**config.mk**
```make
export PLATFORM = sky130hd
export DESIGN_NAME = screen_plotter
export DESIGN_NICKNAME = d
export VERILOG_FILES = /design/src/rtl/screen_pkg.sv /design/src/rtl/col_height_scale.sv /design/src/rtl/screen_plotter.sv
export SDC_FILE = /design/constraint.sdc
export NUM_CORES = 1
export LEC_CHECK = 0
export ABC_AREA = 1
export ABC_CLOCK_PERIOD_IN_PS = 4100
export BUFFER_PORTS_ARGS = -buffer_cell sky130_fd_sc_hd__buf_2
export CORE_AREA = 2 2 79 81
export DETAILED_ROUTE_END_ITERATION = 10
export DIE_AREA = 0 0 81 83
export GPL_TIMING_DRIVEN = 0
export PLACE_DENSITY = 0.92
export SYNTH_ARGS = -nofsm -noshare
export SYNTH_HDL_FRONTEND = slang
export SYNTH_HIERARCHICAL = 1
export SYNTH_SLANG_ARGS = --single-unit
```
**constraint.sdc**
```tcl
create_clock -name clock -period 4.1 [get_ports clock]
set_clock_uncertainty 0.05 [all_clocks]
set_input_delay 0.82 -clock clock [delete_from_list [all_inputs] [get_ports clock]]
set_output_delay 0.82 -clock clock [all_outputs]
set_load 0.005 [all_outputs]
```
**src/rtl/screen_pkg.sv**
```systemverilog
// Shared constants and state encoding for the column-height screen renderers.
package screen_pkg;

    localparam int COLS    = 160;
    localparam int ROWS    = 120;
    localparam int H_SHIFT = 2;
    localparam int X_W     = 8;
    localparam int Y_W     = 7;
    localparam int ADDR_W  = 10;
    localparam int HGT_W   = 9;
    localparam int COL_W   = 3;

    localparam logic [COL_W-1:0] FG = 3'b010;
    localparam logic [COL_W-1:0] BG = 3'b000;

    localparam logic [X_W-1:0] LAST_COL = X_W'(COLS - 1);
    localparam logic [Y_W-1:0] LAST_ROW = Y_W'(ROWS - 1);
    localparam logic [Y_W-1:0] ROWS_Y   = Y_W'(ROWS);

    typedef enum logic [2:0] {
        IDLE    = 3'd0,
        FETCH   = 3'd1,
        CAPTURE = 3'd2,
        DRAW    = 3'd3,
        FINISH  = 3'd4
    } state_t;

endpackage

```
**src/rtl/col_height_scale.sv**
```systemverilog
// Maps a raw 9-bit RAM height onto a screen-row count, saturating at ROWS.
module col_height_scale
    import screen_pkg::*;
(
    input  logic [HGT_W-1:0] ram_q,
    output logic [Y_W-1:0]   h
);

    logic [HGT_W-1:0] shifted;

    always_comb begin
        shifted = ram_q >> H_SHIFT;
        h = (shifted > HGT_W'(ROWS)) ? ROWS_Y : shifted[Y_W-1:0];
    end

endmodule

```
**src/rtl/screen_plotter.sv**
```systemverilog
// Streams one full frame of column-height bars into the vga_adapter, one pixel per cycle,
// repainting every pixel so no separate clear pass is needed.
module screen_plotter
    import screen_pkg::*;
(
    input  logic              clock,
    input  logic              reset,
    input  logic              start,
    input  logic [ADDR_W-1:0] base_addr,
    output logic [ADDR_W-1:0] ram_addr,
    input  logic [HGT_W-1:0]  ram_q,
    output logic [X_W-1:0]    x,
    output logic [Y_W-1:0]    y,
    output logic [COL_W-1:0]  colour,
    output logic              plot,
    output logic              busy,
    output logic              done
);

    state_t            state, state_n;
    logic [ADDR_W-1:0] base, base_n;
    logic [X_W-1:0]    col, col_n;
    logic [Y_W-1:0]    row, row_n;
    logic [Y_W-1:0]    h, h_n, h_scaled;
    logic              fill_n;

    col_height_scale u_scale (
        .ram_q (ram_q),
        .h     (h_scaled)
    );

    always_comb begin
        state_n = state;
        base_n  = base;
        col_n   = col;
        row_n   = row;
        h_n     = h;
        case (state)
            IDLE: begin
                if (start) begin
                    base_n  = base_addr;
                    col_n   = '0;
                    state_n = FETCH;
                end
            end
            FETCH: state_n = CAPTURE;
            CAPTURE: begin
                h_n     = h_scaled;
                row_n   = '0;
                state_n = DRAW;
            end
            DRAW: begin
                if (row == LAST_ROW) begin
                    if (col == LAST_COL) begin
                        state_n = FINISH;
                    end else begin
                        col_n   = col + 1'b1;
                        state_n = FETCH;
                    end
                end else begin
                    row_n = row + 1'b1;
                end
            end
            FINISH:  state_n = IDLE;
            default: state_n = IDLE;
        endcase
        // A row is filled when it lies within the bottom h rows of the column.
        fill_n = ({1'b0, row_n} >= ({1'b0, ROWS_Y} - {1'b0, h_n}));
    end

    // Outputs are registered from the next-state values so they line up with the state they describe.
    always_ff @(posedge clock) begin
        if (reset) begin
            state    <= IDLE;
            base     <= '0;
            col      <= '0;
            row      <= '0;
            h        <= '0;
            ram_addr <= '0;
            x        <= '0;
            y        <= '0;
            colour   <= BG;
            plot     <= 1'b0;
            busy     <= 1'b0;
            done     <= 1'b0;
        end else begin
            state <= state_n;
            base  <= base_n;
            col   <= col_n;
            row   <= row_n;
            h     <= h_n;
            if (state_n == FETCH) begin
                ram_addr <= base_n + ADDR_W'(col_n);
            end
            plot <= (state_n == DRAW);
            if (state_n == DRAW) begin
                x      <= col_n;
                y      <= row_n;
                colour <= fill_n ? FG : BG;
            end
            done <= (state_n == FINISH);
            busy <= (state_n != IDLE);
        end
    end

endmodule

```
==> flow_metrics.env <==
export IMPL_setup_worst_path_start_class="flop"
export IMPL_coreArea_um2=5820
export IMPL_worst_setup_path_end_kind="flop"
export IMPL_crit_chain="ha_1, nand2_1, inv_1, nand3_2, clkinv_2, nand3_4, nand2_4, inv_4, o21ai_2, inv_1, ha_1, fa_1, a21oi_1, o21bai_1, a21oi_1, xor2_1, a21oi_1"
export IMPL_p_leak_nw=2.06
export IMPL_switchingPower_mw=0.603
export IMPL_syn2layout_area_growth_pct=15.5
export IMPL_min_period_ps=3180
export IMPL_crit_top_cell="a21oi_1"
export IMPL_antenna_found_initial=0
export IMPL_pwr_share_comb_pct=28.4
export IMPL_grt_max_degree=12
export IMPL_root_buffer="clkbuf_8"
export IMPL_maxCapViolCount=0
export IMPL_fp_row_count=28
export IMPL_syn_area_um2=3490
export IMPL_dieWidth_um=81
export IMPL_hp_start="y[3]$_SDFFE_PP0P_"
export IMPL_final_cells=609
export IMPL_synth_area_per_cell_um2=7.42
export IMPL_postSynthCellCount=470
export IMPL_grt_pass1_vias=3262
export IMPL_ys_seq_elements=64
export IMPL_ir_drop_mv=0.351
export IMPL_drive_gt1_share_pct=21.7
export IMPL_numClockSinks=64
export IMPL_gp_congestion=0.940
export IMPL_sw_frac_of_total_pct=33.1
export IMPL_cts_reportedPaths_clkPinSlew_ps=70
export IMPL_routedWlPerCell_um=14.2
export IMPL_reg2reg_depth=17
export IMPL_required_ps=4290
export IMPL_place_ws_ps=831
export IMPL_p_per_area_nw_per_um2=452
export IMPL_die_y_um=83
export IMPL_yosys_warnings=6
export IMPL_vias=3292
export IMPL_setup_viol=0
export IMPL_cp_slowest_stage_delay_ps=410
export IMPL_cts_max_level=3
export IMPL_start_util_pct=59.9
export IMPL_clock_latency_ps=350
export IMPL_critical_path_class="reg2reg"
export IMPL_dr_first_iter_drc_count=169
export IMPL_via_per_inst=5.41
export IMPL_hold_depth=2
export IMPL_dpl_cell_area_um2=3820
export IMPL_design_area_um2=4030
export IMPL_layout_setup_ws_ps=915
export IMPL_status="finished clean"
export IMPL_finalCritPeriodShare_pct=77.7
export IMPL_finalHoldViolCount=0
export IMPL_synth_cell_types=44
export IMPL_crit_fanout=10
export IMPL_tritoncts="yes"
export IMPL_rsz0062_at_grt="no"
export IMPL_gr_usage_all_layers_pct=27.6
export IMPL_pwr_share_seq_pct=40.4
export IMPL_drc=0
export IMPL_ys_seq_area_share_pct=36.8
export IMPL_fin_nets=570
export IMPL_cts_hold_buf=0
export IMPL_max_freq_ghz=0.314
export IMPL_io_pins=53
export IMPL_die_area_um2=6720
export IMPL_antenna_cells=0
export IMPL_worst_pin_slew_ps=583
export IMPL_firstDrtPassIters=5
export IMPL_ant_nets=0
export IMPL_startpoint="row[0]$_SDFF_PP0_"
export IMPL_hold_path_class="reg2reg"
export IMPL_r2r_slack_ps=920
export IMPL_cp_arrival_ps=3370
export IMPL_slew_viol_final=0
export IMPL_tns_ps=0
export IMPL_final_core_util_pct=69.2
export IMPL_cts_resized_gates=0
export IMPL_cp_slowest_cell="fa_1"
export IMPL_holdPathEnd="y[3]$_SDFFE_PP0P_"
export IMPL_overflow=0
export IMPL_finalWirelength_mm=8.66
export IMPL_clkPwrFrac_pct=31.2
export IMPL_cts_buffers=9
export IMPL_grt_pass1_wl_mm=14.5
export IMPL_postCtsSetupBuffers=0
export IMPL_hpwl_mm=6.42
export IMPL_placement_io_buffers=47
export IMPL_placed_cells=593
export IMPL_r2r_end="ram_addr[6]$_SDFFE_PP0N_"
export IMPL_r2r_start="row[0]$_SDFF_PP0_"
export IMPL_relSlewSlack_pct=61.2
export IMPL_intPower_mw=1.22
export IMPL_clock_path_buffers=2
==> metal layers <==
metal,GRT usage (%),part of all wire [%]
met1,33.4,42
met2,46.7,50
met3,5.11,5.4
met4,12.6,2.6
met5,0,0
==> cells by family (layout without fill, tap and decap cells) <==
family	Yosys count	in the layout	synth area share [%]
AOI/OAI and AO/OA	86	86	14.5
xor gates and xnor gates	14	14	3.52
adders and majority gates	19	19	7.04
buffers and inverters	95	158	11.6
DFF	64	64	36.8
muxes	3	3	1.58
other	1	2	0.108
and+or+nand+nor	188	188	24.9
==> layout by cell type, fill, tap and decap left out, types with 9 or more instances in the layout <==
master | netlist | final
a21oi_1 | 27 | 27
buf_2 | 1 | 48
clkbuf_1 | 11 | 11
clkbuf_8 | 1 | 12
dfxtp_1 | 64 | 64
ha_1 | 18 | 18
inv_1 | 70 | 70
nand2_1 | 73 | 73
nand3_1 | 17 | 17
nor2_1 | 65 | 65
o21ai_0 | 27 | 27
o21ai_1 | 10 | 10
or2_2 | 11 | 11
xor2_1 | 9 | 9
==> synthesized netlist by cell type (all sizes together) <==
cell type	n	area [um^2]
o221a	1	11.3
ha	18	225
o21bai	3	22.5
o21ai	42	229
inv	75	284
buf	7	61.3
dfxtp	64	1280
nor3	2	10.0
nor2	68	273
clkbuf	12	55.1
or2	11	68.8
a21oi	28	144
fa	1	20.0
a21o	1	7.51
o211ai	5	37.5
a41oi	1	8.76
xnor2	5	43.8
mux2i	3	55.1
nand4	3	25.0
clkinv	1	5.00
a31oi	1	6.26
o21a	2	15.0
a211oi	1	12.5
o211a	1	10.0
nand2	81	339
nand3	23	153
conb	1	3.75
xor2	9	78.8
==> final cells by class <==
type,instances,area (um^2)
Inverter,76,289
Multi-Input combinational cell,312,1800
Fill cell,471,1790
Timing Repair Buffer,47,235
Buffer,19,116
Clock buffer,11,151
Clock inverter,5,55.1
Tap cell,75,93.8
Sequential cell,64,1280
==> registers in the layout, summed over array words and instances (netlist names) <==
name / cells
row: 7
h: 7
y: 7
plot: 1
state: 3
x: 8
done: 1
base: 10
ram_addr: 10
col: 8
busy: 1
colour: 1
==> power by group through the flow <==
stage / clock network (mW) / registers, mW / logic [mW]
2_1_floorplan: 0 / 0.744 / 0.357
4_1_cts: 0.566 / 0.733 / 0.513
5_1_grt: 0.594 / 0.739 / 0.580
3_3_place_gp: 0 / 0.742 / 0.477
3_5_place_dp: 0 / 0.746 / 0.503
6_report: 0.567 / 0.734 / 0.517
==> worst max-delay path by stage <==
| stage | end | slack [ps] | depth (start not counted) |
|---|---|---|---|
| final | ram_addr[6]$_SDFFE_PP0N_ | 920 | 17 |
| after global routing | ram_addr[6]$_SDFFE_PP0N_ | 630 | 17 |
| after global placement | ram_addr[6]$_SDFFE_PP0N_ | 910 | 13 |
| after CTS | ram_addr[6]$_SDFFE_PP0N_ | 930 | 17 |
| after floorplan | ram_addr[6]$_SDFFE_PP0N_ | 1280 | 12 |
| after detailed placement | ram_addr[9]$_SDFFE_PP0N_ | 830 | 16 |
==> metrics by stage <==
stage / hold WS, ps / power [mW]
final: 424 / 1.82
after global routing: 444 / 1.91
after CTS: 420 / 1.81
after detailed placement: 412 / 1.25
after global placement: 404 / 1.22
after floorplan: 406 / 1.10
==> worst max-delay path: cells and delay by family (launching register included) <==
kind / cells / cell delay [ps]
DFF: 1 / 380
xor gates and xnor gates: 1 / 170
AOI/OAI and AO/OA: 5 / 750
buffers and inverters: 4 / 400
adders and majority gates: 3 / 810
and+or+nand+nor: 4 / 520
Note: power is estimated with default switching activity, not from simulation.
